$ cat config.mk
export PLATFORM = sky130hd
export DESIGN_NAME = calc_operand_sequencer_flat
export DESIGN_NICKNAME = d
export VERILOG_FILES = /design/src/rtl/calc_operand_sequencer_if.sv /design/src/rtl/calc_operand_sequencer.sv /design/src/flat_wrapper.sv
export SDC_FILE = /design/constraint.sdc
export NUM_CORES = 1
export LEC_CHECK = 0
export CORE_ASPECT_RATIO = 0.5
export CORE_UTILIZATION = 30
export DETAILED_ROUTE_END_ITERATION = 7
export DONT_BUFFER_PORTS = 1
export PLACE_DENSITY = 0.47
export RECOVER_POWER = 100
export SYNTH_ARGS = -nofsm -noshare
export SYNTH_HDL_FRONTEND = slang
export SYNTH_SLANG_ARGS = --single-unit
export TNS_END_PERCENT = 30
$ cat constraint.sdc
create_clock -name clk -period 1.22 [get_ports clk]
set_input_delay 0.122 -clock clk [delete_from_list [all_inputs] [get_ports clk]]
set_output_delay 0.122 -clock clk [all_outputs]
set_load 0.005 [all_outputs]
$ cat src/rtl/calc_operand_sequencer_if.sv
// Calculator front-end bundle: switch bank and raw buttons in, operand pair,
// opcode and status out.
interface calc_operand_sequencer_if;
  logic [3:0] sw;
  logic       btn_enter;
  logic       btn_clear;
  logic [3:0] op_a;
  logic [3:0] op_b;
  logic [1:0] op_sel;
  logic       operands_valid;
  logic       div_by_zero;
  logic [1:0] state;

  modport master (
    input  sw, btn_enter, btn_clear,
    output op_a, op_b, op_sel, operands_valid, div_by_zero, state
  );

  modport slave (
    output sw, btn_enter, btn_clear,
    input  op_a, op_b, op_sel, operands_valid, div_by_zero, state
  );
endinterface

$ cat src/rtl/calc_operand_sequencer.sv
// Operand entry front-end: synchronises, debounces and edge-detects ENTER/CLEAR,
// then steps a 4-state entry FSM that holds A, B and opcode for the calculator.
//
// state  | meaning
// GET_A  | waiting for ENTER to capture operand A from sw
// GET_B  | waiting for ENTER to capture operand B from sw
// GET_OP | waiting for ENTER to capture opcode from sw[1:0]
// SHOW   | operands stable, calculator result valid; ENTER returns to GET_A
module calc_operand_sequencer #(
  parameter int DB_CYCLES = 16
) (
  input  logic                      clk,
  input  logic                      rst_n,
  calc_operand_sequencer_if.master  bus
);

  localparam int                CNT_W    = $clog2(DB_CYCLES);
  localparam logic [CNT_W-1:0]  CNT_LAST = CNT_W'(DB_CYCLES - 1);

  typedef enum logic [1:0] {
    GET_A  = 2'b00,
    GET_B  = 2'b01,
    GET_OP = 2'b10,
    SHOW   = 2'b11
  } state_t;

  // Bit 0 is ENTER, bit 1 is CLEAR throughout the button path.
  logic [1:0]       btn_raw;
  logic [1:0]       s1, s2, db, db_q, pulse;
  logic [CNT_W-1:0] cnt [2];
  logic             enter_p, clear_p;

  assign btn_raw = {bus.btn_clear, bus.btn_enter};

  always_ff @(posedge clk) begin
    if (!rst_n) begin
      s1   <= '0;
      s2   <= '0;
      db   <= '0;
      db_q <= '0;
      for (int i = 0; i < 2; i++) cnt[i] <= '0;
    end else begin
      s1   <= btn_raw;
      s2   <= s1;
      db_q <= db;
      for (int i = 0; i < 2; i++) begin
        if (s2[i] == db[i]) begin
          cnt[i] <= '0;
        end else if (cnt[i] == CNT_LAST) begin
          db[i]  <= s2[i];
          cnt[i] <= '0;
        end else begin
          cnt[i] <= cnt[i] + CNT_W'(1);
        end
      end
    end
  end

  assign pulse   = db & ~db_q;
  assign enter_p = pulse[0];
  assign clear_p = pulse[1];

  state_t     state_q, state_d;
  logic [3:0] a_q, a_d, b_q, b_d;
  logic [1:0] sel_q, sel_d;

  always_ff @(posedge clk) begin
    if (!rst_n) begin
      state_q <= GET_A;
      a_q     <= '0;
      b_q     <= '0;
      sel_q   <= '0;
    end else begin
      state_q <= state_d;
      a_q     <= a_d;
      b_q     <= b_d;
      sel_q   <= sel_d;
    end
  end

  always_comb begin
    state_d = state_q;
    a_d     = a_q;
    b_d     = b_q;
    sel_d   = sel_q;
    // Clear outranks a coincident enter; the enter pulse is simply dropped.
    if (clear_p) begin
      state_d = GET_A;
      a_d     = '0;
      b_d     = '0;
      sel_d   = '0;
    end else if (enter_p) begin
      unique case (state_q)
        GET_A: begin
          a_d     = bus.sw;
          state_d = GET_B;
        end
        GET_B: begin
          b_d     = bus.sw;
          state_d = GET_OP;
        end
        GET_OP: begin
          sel_d   = bus.sw[1:0];
          state_d = SHOW;
        end
        SHOW: state_d = GET_A;
        default: state_d = GET_A;
      endcase
    end
  end

  assign bus.op_a           = a_q;
  assign bus.op_b           = b_q;
  assign bus.op_sel         = sel_q;
  assign bus.state          = state_q;
  assign bus.operands_valid = (state_q == SHOW);
  assign bus.div_by_zero    = (state_q == SHOW) && (sel_q == 2'b11) && (b_q == 4'd0);

endmodule
$ cat src/flat_wrapper.sv
// flat-port wrapper written by rule: the top's interface ports become plain ports
module calc_operand_sequencer_flat 
#(
  parameter int DB_CYCLES = 16
)
  (clk, rst_n, bus_sw, bus_btn_enter, bus_btn_clear, bus_op_a, bus_op_b, bus_op_sel, bus_operands_valid, bus_div_by_zero, bus_state);
  calc_operand_sequencer_if bus_i ();
  input  logic clk;
  input  logic rst_n;
  input wire logic [$bits(bus_i.sw)-1:0] bus_sw;
  input wire logic [$bits(bus_i.btn_enter)-1:0] bus_btn_enter;
  input wire logic [$bits(bus_i.btn_clear)-1:0] bus_btn_clear;
  output wire logic [$bits(bus_i.op_a)-1:0] bus_op_a;
  output wire logic [$bits(bus_i.op_b)-1:0] bus_op_b;
  output wire logic [$bits(bus_i.op_sel)-1:0] bus_op_sel;
  output wire logic [$bits(bus_i.operands_valid)-1:0] bus_operands_valid;
  output wire logic [$bits(bus_i.div_by_zero)-1:0] bus_div_by_zero;
  output wire logic [$bits(bus_i.state)-1:0] bus_state;
  assign bus_i.sw = bus_sw;
  assign bus_i.btn_enter = bus_btn_enter;
  assign bus_i.btn_clear = bus_btn_clear;
  assign bus_op_a = bus_i.op_a;
  assign bus_op_b = bus_i.op_b;
  assign bus_op_sel = bus_i.op_sel;
  assign bus_operands_valid = bus_i.operands_valid;
  assign bus_div_by_zero = bus_i.div_by_zero;
  assign bus_state = bus_i.state;
  calc_operand_sequencer #(.DB_CYCLES(DB_CYCLES)) u_core (.clk(clk), .rst_n(rst_n), .bus(bus_i));
endmodule
### Word level (Yosys, flattened, before mapping)

Memories as Yosys holds them, arrays and structs flattened.
Cells that the tools add are included.

| storage, ports and cells | value |
|---|---|
| register bits after elaboration | 20 |
| bits in writable memories | 8 |
| bits of input ports | 8 |
| output and inout port bits | 14 |
| word-level logic and storage cells | 71 |
| memories kept | 1 |

Memories:

| name | depth | bits a word | read ports | clocked after memory_dff | wr ports | line | RTL |
|---|---|---|---|---|---|---|---|
| u_core.cnt | 2 | 4 | 2 | 0 | 2 | calc_operand_sequencer.sv:30 | `logic [CNT_W-1:0] cnt [2];` |

| cells by class | value |
|---|---|
| add/sub/neg operators | 2 |
| eq/ne operators | 8 |
| mux-type cells | 30 |
| bitwise gates (word level) | 11 |
| reductions and logical operators | 10 |

Operator list:

| kind | count |
|---|---|
| 4-bit 2-to-1 mux | 6 |
| 1-bit 2-to-1 mux | 23 |
| 2-bit AND reduction | 5 |
| 4-bit by 1-bit adder with 4-bit output (second input constant) | 2 |
| 4-bit == test (second input constant) | 2 |
| 2-bit one-hot mux with 4 select lines | 1 |
| 2-bit == test (second input constant) | 3 |
| 1-bit bitwise OR | 6 |
| 4-bit logical NOT | 1 |
| 1-bit NOT | 3 |
| 2-bit AND | 1 |
| 1-bit == test | 2 |
| 2-bit by 1-bit == test with 1-bit output (second input constant) | 1 |
| 1-bit logical AND | 2 |
| 2-bit logical NOT | 1 |
| 2-bit NOT | 1 |
| 2-bit OR reduction | 1 |

### Longest topological paths before layout

| depth | value |
|---|---|
| word-level depth | 7 |
| mapped depth | 5 |
| mapped depth without buffers | 5 |

### Worst setup path before layout

No wires, ideal clock.

| timing path | value |
|---|---|
| kind | register to register |
| start point | mem u_core.cnt[1][0] (netlist name) |
| end point | mem u_core.cnt[1][2] (netlist name), data pin |
| setup time | 0.255 ns |
| arrival | 0.925 ns |
| data required time | 0.965 ns |
| path slack | 0.040 ns |
| stages on the path, launching flop included | 4 |
| path buffers | 0 |
| clock period less this slack | 1.180 ns |
| cell sequence | edfxtp_1 ha_1 xor2_1 and3_1 |

RTL lines:

| what | line |
|---|---|
| start, declared | calc_operand_sequencer.sv:30 |

### Worst setup path after layout

| timing path | value |
|---|---|
| start point | reg u_core.state_q[0] (netlist: u_core.bus.state[0]) |
| end point | out bus_div_by_zero |

| between the ends | value |
|---|---|
| longest elaborated chain between the ends | 3 |

Ends and longest elaborated chain:

| what | line | RTL |
|---|---|---|
| start, declared | calc_operand_sequencer.sv:63 | `state_t state_q, state_d;` |
| start signal, assigned | calc_operand_sequencer.sv:74 | `state_q <= state_d;` |
| 2-bit == test | calc_operand_sequencer.sv:117 | `assign bus.div_by_zero = (state_q == SHOW) && (sel_q == 2'b11) && (b_q == 4'd0);` |
| 1-bit logical AND (2 in series) | calc_operand_sequencer.sv:117 |  |
| end, declared | flat_wrapper.sv:17 | `output wire logic [$bits(bus_i.div_by_zero)-1:0] bus_div_by_zero;` |

Every way passes these cells.

==> results.md <==
- Switch share: 20.9%
- Clk sinks: 28
- Final period util: 100%
- Drc violations: 0
- R2R depth: 6
- WP data required: 1.10 ns
- Power density over the cells: 985 nW/um^2
- CTS buffer count: 3
- Cell area after synthesis: 1220 sq um
- Design area: 1580 sq um
- Critical path's top delay family: flip-flops
- Die Y: 47.0 um
- Port Buffer Count: 0
- First-pass GRT wire length: 3.64 mm
- Detailed Place HPWL: 1.48 mm
- Violated checks: setup timing
- Worst setup EP type: primary output
- P_int: 1.23 mW
- Largest net degree at the start of global routing: 16
- Placed cell count: 181
- Critical path buffer and inverter count: 0
- Via Count: 825
- Critical path depth: 3
- #FFs+latches synth: 28
- Gp weighted congestion: 0.673
- FF-to-FF End: u_core.bus.op_b[0]$_SDFFE_PP0P_
- Final setup violating endpoints: 1
- Area growth, synth to finish: 30.2%
- DIE WIDTH: 92.0 um
- Slew Viols, Final: 0
- Largest stage delay, worst path: 0.38 ns
- Crit path DAT: 1.10 ns
- Initial Utilization: 33.4%
- Final worst slack: -0.00574 ns
- Clk slew on worst S/H paths: 0.09 ns
- RSZ-0062 raised after global routing: yes
- Dpl cell area: 1350 sq um
- Initial DRT Pass Iterations: 4
- Setup CP Type: reg2out
- Startpoint types: flip-flop
- DIE AREA: 4330 sq um
- Fin. Hold Viols: 0
- Worst VDD drop: 0.505 mV
- TritonCTS clock tree: done
- Initial antenna violation count: 0
- Leakage: 0.588 nW
- Synth warnings: 0
- CTS root buf: clkbuf_8
- ANT cells: 0
- CP max stage cell: dfxtp_4
- Biggest area consumer among synthesized cells: dfxtp_1
- Final Util: 43.5%
- Reg2reg setup slack: 0.01 ns
- Row cnt: 15
- Worst slack at placement: 0.0376 ns
- Skew final: 0.00210 ns
- Worst Setup SP: u_core.bus.state[0]$_SDFFE_PP0P_
- Syn_area_per_cell: 10.4 sq um
- Power share of the clock group: 32.4%
- DR iter-0 viols: 15
- DRT antenna net count: 0
- Max Fclk: 816 MHz
- Minimum clock period: 1.23 ns
- Clk_lat worst skew: 0.27 ns
- GRT Overall Usage: 11.3%
- Most frequent cells in the layout: dfxtp_1 (17), nand3_1 (14), nand2_1 (10), buf_4 (10)
- Fin cells: 195
- Grt total ovfl: 0
- CP Capture Point: bus_div_by_zero
- Hold Crit Class: in2reg
- Drt wl/cell: 11.2 um
- Post-synth top area share: 32.9%
- # Max-Cap Violations: 0
- Most common cell after layout, fill and taps aside: dfxtp_1
- H-Tree Depth: 1
- Post-synthesis sequential area ratio: 52.7%
- Io pins: 22
- Critical Path, Cell by Cell: ha_4, nand3_4, nor4b_4
- WL final: 2.19 mm
- Yosys cell types: 23
- Cells after synthesis: 117
- Seq pwr share: 62.8%
- Status: finished with violations
- CP max FO: 2
- Top post-synthesis cells by area: dfxtp_1 (33%), edfxtp_1 (20%), ha_1 (7.2%)
- Sw Pwr: 0.326 mW
- Max clock buf depth: 2
- Number of global-route vias before repair: 792
- CORE AREA: 3640 sq um
- Share of layout cells above drive strength 1: 26.4%
- Final net count: 160
- DR vias/cell: 4.23
- Comb power frac: 4.8%
- Reg-to-Reg Start: u_core.bus.state[1]$_SDFFE_PP0P_
==> cell type report <==
type                    count  area, sq um
fillers                   372         2060
multi-input cells          88          636
well taps                  51         63.8
flip-flops and latches     28          649
clock buffers               3         41.3
repair buffers             19          166
clock inverters             1         3.75
inverters                   5         23.8
==> per-stage QoR <==
step           total power [mW]  hold WS [ns]  setup TNS [ns]
2_1_floorplan              1.04         0.249               0
3_3_place_gp               1.05         0.248               0
3_5_place_dp               1.05         0.248               0
4_1_cts                    1.58      0.000167         -0.0892
5_1_grt                    1.64        0.0223          -0.262
6_report                   1.56        0.0206        -0.00574
==> worst min path at each step <==
| stage | cells after the start | start | endpoint | slack [ns] |
|---|---|---|---|---|
| floorplan | 1 | bus_btn_enter | u_core.s1[0]$_SDFF_PN0_ | 0.25 |
| global placement | 1 | rst_n | u_core.s2[1]$_SDFF_PN0_ | 0.25 |
| detailed placement | 1 | rst_n | u_core.s2[1]$_SDFF_PN0_ | 0.25 |
| CTS | 2 | bus_sw[0] | u_core.bus.op_sel[0]$_SDFFE_PP0P_ | 0.0002 |
| global route | 2 | bus_sw[2] | u_core.bus.op_a[2]$_SDFFE_PP0P_ | 0.02 |
| finish | 2 | bus_sw[2] | u_core.bus.op_a[2]$_SDFFE_PP0P_ | 0.02 |
==> power groups by stage <==
stage	sequential, mW	clock [mW]	combinational, mW
CTS	0.981	0.529	0.0710
global route	0.982	0.576	0.0843
global placement	1.01	0	0.0481
finish	0.979	0.505	0.0751
floorplan	1.00	0	0.0401
detailed placement	1.01	0	0.0478
==> worst register-to-register path: stages (launching register included) <==
cell and delay, ns:
dfxtp_4 0.38, buf_4 0.14, inv_4 0.04, ha_1 0.19, nand3b_1 0.17, nand2_1 0.09
a21oi_2 0.13
==> registers in the layout (all words and copies together), names as in the netlist <==
signal and count:
u_core.bus.op_a 4, u_core.bus.op_b 4, u_core.bus.op_sel 2, u_core.bus.state 2
u_core.cnt 8, u_core.db 2, u_core.db_q 2, u_core.s1 2
u_core.s2 2
==> metal layers <==
layer	wire length [um]	global-route usage, %	up-vias
li1	-	-	444
met3	113	4.21	0
met4	0	3.75	0
met2	1000	20.6	18
met5	0	0	-
met1	1070	13.0	363
==> cells by family after synthesis <==
group,count (synthesis),synth area share [%]
mux,3,2.47
flops,28,52.7
xor+xnor,6,4.32
compound gates,12,7.92
buf+inv,8,3.40
other cells,1,0.308
simple gates,52,21.7
fa+ha+maj,7,7.20
==> synth_stat cells <==
| master | n |
|---|---|
| buf_6 | 1 |
| a21oi_2 | 9 |
| dfxtp_1 | 20 |
| nand3_1 | 17 |
| xor2_1 | 6 |
| edfxtp_1 | 8 |
| nand3b_1 | 3 |
| a21oi_1 | 1 |
| buf_4 | 1 |
| mux2i_1 | 3 |
| and2b_4 | 1 |
| clkbuf_1 | 1 |
| nor4b_1 | 1 |
| nor2_1 | 10 |
| a211oi_1 | 1 |
| nor2b_1 | 2 |
| and2_1 | 6 |
| o21ai_1 | 1 |
| conb_1 | 1 |
| nand2_1 | 10 |
| and3_1 | 2 |
| inv_1 | 5 |
| ha_1 | 7 |
==> repair_timing <==
action	CTS	global route
hold buffers	7	1
endpoints found under the setup margin	1	20
hold endpoints to repair	16	1
pin swaps	5	6
resized for setup	10	14
setup buffers	2	0
Note: power is estimated with default switching activity, not from simulation.
